===== src/rtl/ddsm_div_ctrl.sv =====
// Divider controller: turns DDSM fractional words plus an integer divide value into
// divider pulses of exactly N+frac clocks. Optional macro: DDSM_DIV_DUTY50_EN (square-wave output).
module ddsm_div_ctrl #(
    parameter int unsigned P_INT_W     = 8,
    parameter int unsigned P_MIN_RATIO = 4
) (
    input  logic               i_clk,
    input  logic               i_rst_n,
    input  logic               i_en,
    input  logic [P_INT_W-1:0] i_int,
    input  logic [3:0]         i_frac,
    input  logic               i_frac_vld,
    output logic               o_frac_rdy,
    output logic               o_div_pulse,
    output logic [P_INT_W-1:0] o_ratio,
    output logic               o_sat,
    output logic               o_underrun
);

    localparam int unsigned SUM_W = P_INT_W + 2;
    localparam logic [P_INT_W-1:0] MIN_R = P_INT_W'(P_MIN_RATIO);
    localparam logic [P_INT_W-1:0] MAX_R = '1;

    typedef enum logic [1:0] {
        S_IDLE  = 2'd0,
        S_PRIME = 2'd1,
        S_RUN   = 2'd2
    } state_t;

    state_t state_q, state_d;

    logic               buf_full_q, buf_full_d;
    logic [P_INT_W-1:0] buf_r_q, buf_r_d;
    logic [P_INT_W-1:0] last_int_q, last_int_d;
    logic [P_INT_W-1:0] cnt_q, cnt_d;
    logic [P_INT_W-1:0] ratio_q, ratio_d;
    logic               pulse_q, pulse_d;
    logic               rdy_q, rdy_d;
    logic               sat_q, sat_d;
    logic               und_q, und_d;
    logic               stop_q, stop_d;

    logic                    accept_c;
    logic                    tc_c;
    logic signed [SUM_W-1:0] sum_c;
    logic [P_INT_W-1:0]      acc_r_c;
    logic                    acc_sat_c;
    logic [P_INT_W-1:0]      und_r_c;
    logic                    und_sat_c;

    assign accept_c = i_frac_vld && rdy_q;
    assign tc_c     = (state_q == S_RUN) && (cnt_q == '0);

    // Ratio of an incoming sample, clamped into [P_MIN_RATIO, 2^P_INT_W-1]
    always_comb begin
        sum_c     = $signed({2'b00, i_int}) + $signed({{(SUM_W-4){i_frac[3]}}, i_frac});
        acc_r_c   = sum_c[P_INT_W-1:0];
        acc_sat_c = 1'b0;
        if (sum_c < $signed(SUM_W'(P_MIN_RATIO))) begin
            acc_r_c   = MIN_R;
            acc_sat_c = 1'b1;
        end else if (sum_c > $signed({2'b00, MAX_R})) begin
            acc_r_c   = MAX_R;
            acc_sat_c = 1'b1;
        end
    end

    // Underrun reload repeats the last integer with a zero fraction
    always_comb begin
        und_r_c   = last_int_q;
        und_sat_c = 1'b0;
        if (last_int_q < MIN_R) begin
            und_r_c   = MIN_R;
            und_sat_c = 1'b1;
        end
    end

    always_ff @(posedge i_clk) begin
        if (!i_rst_n) begin
            state_q <= S_IDLE;
        end else begin
            state_q <= state_d;
        end
    end

    // A disable seen at any point of the period takes effect at its terminal count
    always_comb begin
        state_d = state_q;
        unique case (state_q)
            S_IDLE:  if (i_en) state_d = S_PRIME;
            S_PRIME: begin
                if (!i_en) begin
                    state_d = S_IDLE;
                end else if (buf_full_q) begin
                    state_d = S_RUN;
                end
            end
            S_RUN:   if (tc_c && (stop_q || !i_en)) state_d = S_IDLE;
            default: state_d = S_IDLE;
        endcase
    end

    always_comb begin
        buf_full_d = buf_full_q;
        buf_r_d    = buf_r_q;
        last_int_d = last_int_q;
        cnt_d      = cnt_q;
        ratio_d    = ratio_q;
        sat_d      = sat_q;
        und_d      = und_q;
        stop_d     = stop_q;

        if (accept_c) begin
            buf_full_d = 1'b1;
            buf_r_d    = acc_r_c;
            last_int_d = i_int;
            if (acc_sat_c) sat_d = 1'b1;
        end

        unique case (state_q)
            S_IDLE: begin
                if (state_d == S_PRIME) begin
                    sat_d = 1'b0;
                    und_d = 1'b0;
                end
            end
            S_PRIME: begin
                if (state_d == S_RUN) begin
                    cnt_d      = buf_r_q - P_INT_W'(1);
                    ratio_d    = buf_r_q;
                    buf_full_d = 1'b0;
                end
            end
            S_RUN: begin
                if (!i_en) stop_d = 1'b1;
                if (!tc_c) begin
                    cnt_d = cnt_q - P_INT_W'(1);
                end else if (state_d == S_RUN) begin
                    if (buf_full_q) begin
                        cnt_d      = buf_r_q - P_INT_W'(1);
                        ratio_d    = buf_r_q;
                        buf_full_d = 1'b0;
                    end else begin
                        // A sample accepted this cycle stays buffered for the next TC
                        cnt_d   = und_r_c - P_INT_W'(1);
                        ratio_d = und_r_c;
                        und_d   = 1'b1;
                        if (und_sat_c) sat_d = 1'b1;
                    end
                end
            end
            default: ;
        endcase

        if (state_d == S_IDLE) begin
            buf_full_d = 1'b0;
            cnt_d      = '0;
            stop_d     = 1'b0;
        end

        rdy_d = (state_d != S_IDLE) && !buf_full_d;
`ifdef DDSM_DIV_DUTY50_EN
        pulse_d = (state_d == S_RUN) &&
                  ({1'b0, cnt_d} >= (({1'b0, ratio_d} + (P_INT_W+1)'(1)) >> 1));
`else
        pulse_d = (state_d == S_RUN) && (cnt_d == '0);
`endif
    end

    always_ff @(posedge i_clk) begin
        if (!i_rst_n) begin
            buf_full_q <= 1'b0;
            buf_r_q    <= '0;
            last_int_q <= '0;
            cnt_q      <= '0;
            ratio_q    <= '0;
            pulse_q    <= 1'b0;
            rdy_q      <= 1'b0;
            sat_q      <= 1'b0;
            und_q      <= 1'b0;
            stop_q     <= 1'b0;
        end else begin
            buf_full_q <= buf_full_d;
            buf_r_q    <= buf_r_d;
            last_int_q <= last_int_d;
            cnt_q      <= cnt_d;
            ratio_q    <= ratio_d;
            pulse_q    <= pulse_d;
            rdy_q      <= rdy_d;
            sat_q      <= sat_d;
            und_q      <= und_d;
            stop_q     <= stop_d;
        end
    end

    assign o_frac_rdy  = rdy_q;
    assign o_div_pulse = pulse_q;
    assign o_ratio     = ratio_q;
    assign o_sat       = sat_q;
    assign o_underrun  = und_q;

endmodule


===== config.mk =====
export PLATFORM = sky130hd
export DESIGN_NAME = ddsm_div_ctrl
export DESIGN_NICKNAME = d
export VERILOG_FILES = /design/src/rtl/ddsm_div_ctrl.sv
export SDC_FILE = /design/constraint.sdc
export NUM_CORES = 1
export LEC_CHECK = 0
export BUFFER_PORTS_ARGS = -buffer_cell sky130_fd_sc_hd__clkbuf_2
export CAP_MARGIN = 20
export CORE_MARGIN = 1
export CORE_UTILIZATION = 30
export CTS_CLUSTER_SIZE = 28
export DETAILED_ROUTE_END_ITERATION = 16
export PLACE_DENSITY = 0.45
export SLEW_MARGIN = 25
export SYNTH_ARGS = -nofsm -noshare
export SYNTH_HDL_FRONTEND = slang
export SYNTH_SLANG_ARGS = --single-unit

===== constraint.sdc =====
create_clock -name i_clk -period 4.8 [get_ports i_clk]
set_clock_uncertainty 0.1 [all_clocks]
set_input_delay 0.24 -clock i_clk [delete_from_list [all_inputs] [get_ports i_clk]]
set_output_delay 0.24 -clock i_clk [all_outputs]
set_load 0.03 [all_outputs]

==> impl_metrics.sql <==
INSERT INTO impl_metrics (metric_group, metric, value, unit) VALUES
('drt', 'detailroute.via_count', '2834', ''),
('finish', 'final_area', '3300', 'sq um'),
('setup_path', 'crit_path_top_delay_cell', 'sky130_fd_sc_hd__or4_1', ''),
('synthesis', 'dominantRegCellSynth', 'sky130_fd_sc_hd__dfxtp_1', ''),
('clocking', 'clock_buffer_count_from_cts', '5', ''),
('finish', 'num-fill-cells', '1100', ''),
('synthesis', 'yosys.area.top_type_share', '26.6', '%'),
('placement', 'post_dp_cell_area', '3220', 'sq um'),
('drt', 'iter_0_drt_violations', '161', ''),
('synthesis', 'synth-simple-area-share', '23.9', '%'),
('power_and_ir_drop', 'leakagePower', '1.22', 'nW'),
('setup_path', 'critical_path_buf_inv_count', '0', ''),
('synthesis', 'synth-compound-area-share', '30.2', '%'),
('timing', 'grt_setup_unrepaired', 'false', ''),
('setup_path', 'chain_of_cells_forming_the_critical_path', 'or4_1 > or2_2 > nand2_1 > ha_1 > or3b_2 > nor3_1 > mux2i_1 > mux2_2 > nor4_1 > o311ai_1 > a31oi_1 > nor4_2', ''),
('synthesis', 'syn_area_per_cell', '7.87', 'sq um'),
('drt', 'antenna_violating_nets_left', '0', ''),
('synthesis', 'ff_latch_count_synth', '40', ''),
('power_and_ir_drop', 'irDropWorstVdd', '0.0000881', 'V'),
('timing', 'report.final.setup_viol', '0', ''),
('synthesis', 'parity_gate_share_of_the_synthesized_area_counting_xor_and_xnor_cells', '2.91', '%'),
('synthesis', 'sequential_share_of_the_synthesized_area', '26.6', '%'),
('grt', 'groute.usage.overall', '17.8', '%'),
('finish', 'drive_above_1_share', '13.3', '%'),
('setup_path', 'cp_slowest_stage_delay', '590', 'ps'),
('timing', 'post-route-period-util', '77.1', '%'),
('synthesis', 'synthDistinctLibCells', '67', ''),
('setup_path', 'worstSetupEndpointType', 'register', ''),
('clocking', 'cts.hold.buffers_added', '0', ''),
('clocking', 'post-cts-setup-buffer-count', '0', ''),
('power_and_ir_drop', 'total_power', '824', 'uW'),
('min_path', 'worst_hold_path_type', 'in2reg', ''),
('timing', 'tightestPinTransition', '804', 'ps'),
('synthesis', 'synth_async_sr_flop_share', '0', '%'),
('grt', 'grt-busiest-layer', 'met2', ''),
('power_and_ir_drop', 'p_int', '535', 'uW'),
('drt', 'detail_route.wirelength', '8.68', 'mm'),
('synthesis', 'synth-warning-count', '0', ''),
('setup_path', 'arrival', '3810', 'ps'),
('finish', 'area.growth.synth_to_final', '9.78', '%'),
('synthesis', 'synthCells', '382', ''),
('finish', 'antenna_cells', '0', ''),
('outcome', 'status', 'complete, no violations', ''),
('drt', 'avgRoutedWirePerCell', '16.4', 'um'),
('grt', 'met2_usage', '29.2', '%'),
('grt', 'use_met3', '2.87', '%'),
('floorplanning', 'coreArea', '9730', 'sq um'),
('timing', 'final.min_clock_period', '3700', 'ps'),
('clocking', 'clk_latency', '300', 'ps'),
('finish', 'sequential_cell_area', '801', 'sq um'),
('clocking', 'tritoncts', 'yes', ''),
('floorplanning', 'start_util', '30.9', '%'),
('grt', 'grt_antenna_before_repair', '0', ''),
('synthesis', 'synth_top_area_cell', 'sky130_fd_sc_hd__dfxtp_1', ''),
('synthesis', 'largest_family_of_logic_cells_by_synthesized_area', 'compound AO/OA/AOI/OAI gates', ''),
('finish', 'post-route-util', '33.9', '%'),
('setup_path', 'worst_path_dominant_cell_family', 'simple AND/OR/NAND/NOR gates', ''),
('grt', 'grt_overflow_total', '0', ''),
('placement', 'io_buffers', '27', ''),
('synthesis', 'top_post_synthesis_cells_by_area', 'sky130_fd_sc_hd__dfxtp_1 (27%), sky130_fd_sc_hd__ha_1 (6.7%), sky130_fd_sc_hd__nand2_1 (4.7%), sky130_fd_sc_hd__nor2_1 (4.6%), sky130_fd_sc_hd__a211oi_1 (4.2%)', ''),
('run', 'drv_cap', '0', ''),
('clocking', 'cts-htree-levels', '2', ''),
('floorplanning', 'die_area', '10400', 'sq um'),
('drt', 'drcViolationCount', '0', ''),
('synthesis', 'synth_nets', '415', ''),
('drt', 'drt-pass1-iter-count', '4', ''),
('power_and_ir_drop', 'combPwrFrac', '29.3', '%'),
('floorplanning', 'io_pins', '28', ''),
('grt', 'vias_in_the_first_global_route', '2743', ''),
('timing', 'setup_total_negative_slack', '0', 'ps'),
('power_and_ir_drop', 'portion_of_total_power_attributed_to_the_clock_network', '26.4', '%');
-- state kept, by name (all words and copies together) (netlist names) --
signal	cells
buf_r_q	8
cnt_q	8
last_int_q	8
o_ratio	8
state_q	2
buf_full_q	1
o_div_pulse	1
o_frac_rdy	1
o_sat	1
o_underrun	1
stop_q	1
-- through the flow --
step | instances | setup slack (ps) | hold slack [ps]
after global routing | 531 | 907 | 103
after detailed placement | 524 | 1140 | 365
after CTS | 531 | 1100 | 85.1
final | 531 | 1100 | 96.1
after floorplan | 382 | 1360 | 276
after global placement | 524 | 1170 | 371
-- layout by cell type, fill, tap and decap left out, drive strengths merged, types with 5 or more instances in the layout --
cell and instances:
dfxtp 40, nand2 39, nor2 38, clkbuf 33, a21oi 25, inv 20, o21ai 20, a211oi 18
a31oi 16, ha 16, nor3 12, mux2i 9, nor4 8, o21a 7, nor3b 7, and2 6
xnor2 6, or3 6, a21o 5, nor2b 5
-- power groups by stage --
stage	sequential, mW	clock, mW	combinational (mW)
after CTS	0.365	0.225	0.243
after detailed placement	0.372	0	0.241
after floorplan	0.365	0	0.181
after global routing	0.367	0.240	0.271
after global placement	0.372	0	0.247
final	0.365	0.218	0.241
-- Yosys cell counts, types with 3 or more instances --
cell and instances:
sky130_fd_sc_hd__nor2b_1 5, sky130_fd_sc_hd__o21a_1 7, sky130_fd_sc_hd__xor2_1 4, sky130_fd_sc_hd__xnor2_1 6, sky130_fd_sc_hd__and2_1 5, sky130_fd_sc_hd__inv_1 19
sky130_fd_sc_hd__o21ai_0 18, sky130_fd_sc_hd__mux2i_1 9, sky130_fd_sc_hd__or3_1 5, sky130_fd_sc_hd__o211ai_1 4, sky130_fd_sc_hd__nor3_1 12, sky130_fd_sc_hd__a31oi_1 16
sky130_fd_sc_hd__nor3b_1 6, sky130_fd_sc_hd__or4_1 3, sky130_fd_sc_hd__nand3_1 4, sky130_fd_sc_hd__a211oi_1 17, sky130_fd_sc_hd__nand2b_1 4, sky130_fd_sc_hd__o32ai_1 3
sky130_fd_sc_hd__a21o_1 5, sky130_fd_sc_hd__clkbuf_1 13, sky130_fd_sc_hd__nor4_1 6, sky130_fd_sc_hd__dfxtp_1 40, sky130_fd_sc_hd__nor2_1 37, sky130_fd_sc_hd__ha_1 16
sky130_fd_sc_hd__a21oi_1 25, sky130_fd_sc_hd__nand2_1 38, sky130_fd_sc_hd__a22oi_1 3
-- cells by family after synthesis --
kind of cell	after synthesis
simple gates	140
compound gates	126
fa+ha+maj	17
mux	11
xor+xnor	10
flops	40
buf+inv	38
-- layer usage --
metal	wire, um	up-vias
li1	-	1453
met1	4190	1315
met2	4080	56
met3	280	10
met4	133	0
met5	0	-
-- worst reg2reg max path: stages (launching register included) --
cell and delay [ps]:
sky130_fd_sc_hd__dfxtp_1 380, sky130_fd_sc_hd__or4_1 590, sky130_fd_sc_hd__or2_2 330, sky130_fd_sc_hd__nand2_1 120, sky130_fd_sc_hd__ha_1 270, sky130_fd_sc_hd__or3b_2 470, sky130_fd_sc_hd__nor3_1 190, sky130_fd_sc_hd__mux2i_1 230
sky130_fd_sc_hd__mux2_2 170, sky130_fd_sc_hd__nor4_1 40, sky130_fd_sc_hd__o311ai_1 300, sky130_fd_sc_hd__a31oi_1 150, sky130_fd_sc_hd__nor4_2 270
-- final timing paths --
path	from	cells after the start	slack (ps)	end
hold / removal	i_int[0]	3	100	last_int_q[0]$_SDFFE_PN0P_
setup / recovery	last_int_q[4]$_SDFFE_PN0P_	12	1100	o_div_pulse$_SDFF_PN0_
hold reg to reg	stop_q$_SDFFE_PP0P_	2	390	stop_q$_SDFFE_PP0P_
setup reg to reg	last_int_q[4]$_SDFFE_PN0P_	12	1100	o_div_pulse$_SDFF_PN0_
-- layout make-up --
class,instances,area share (%)
well taps,133,5.04
inverters,20,2.27
clock inverters,1,0.152
clock buffers,6,2.20
multi-input cells,304,62.0
repair buffers,27,4.09
flip-flops and latches,40,24.3
No activity file was read; power rests on OpenSTA's default activity.
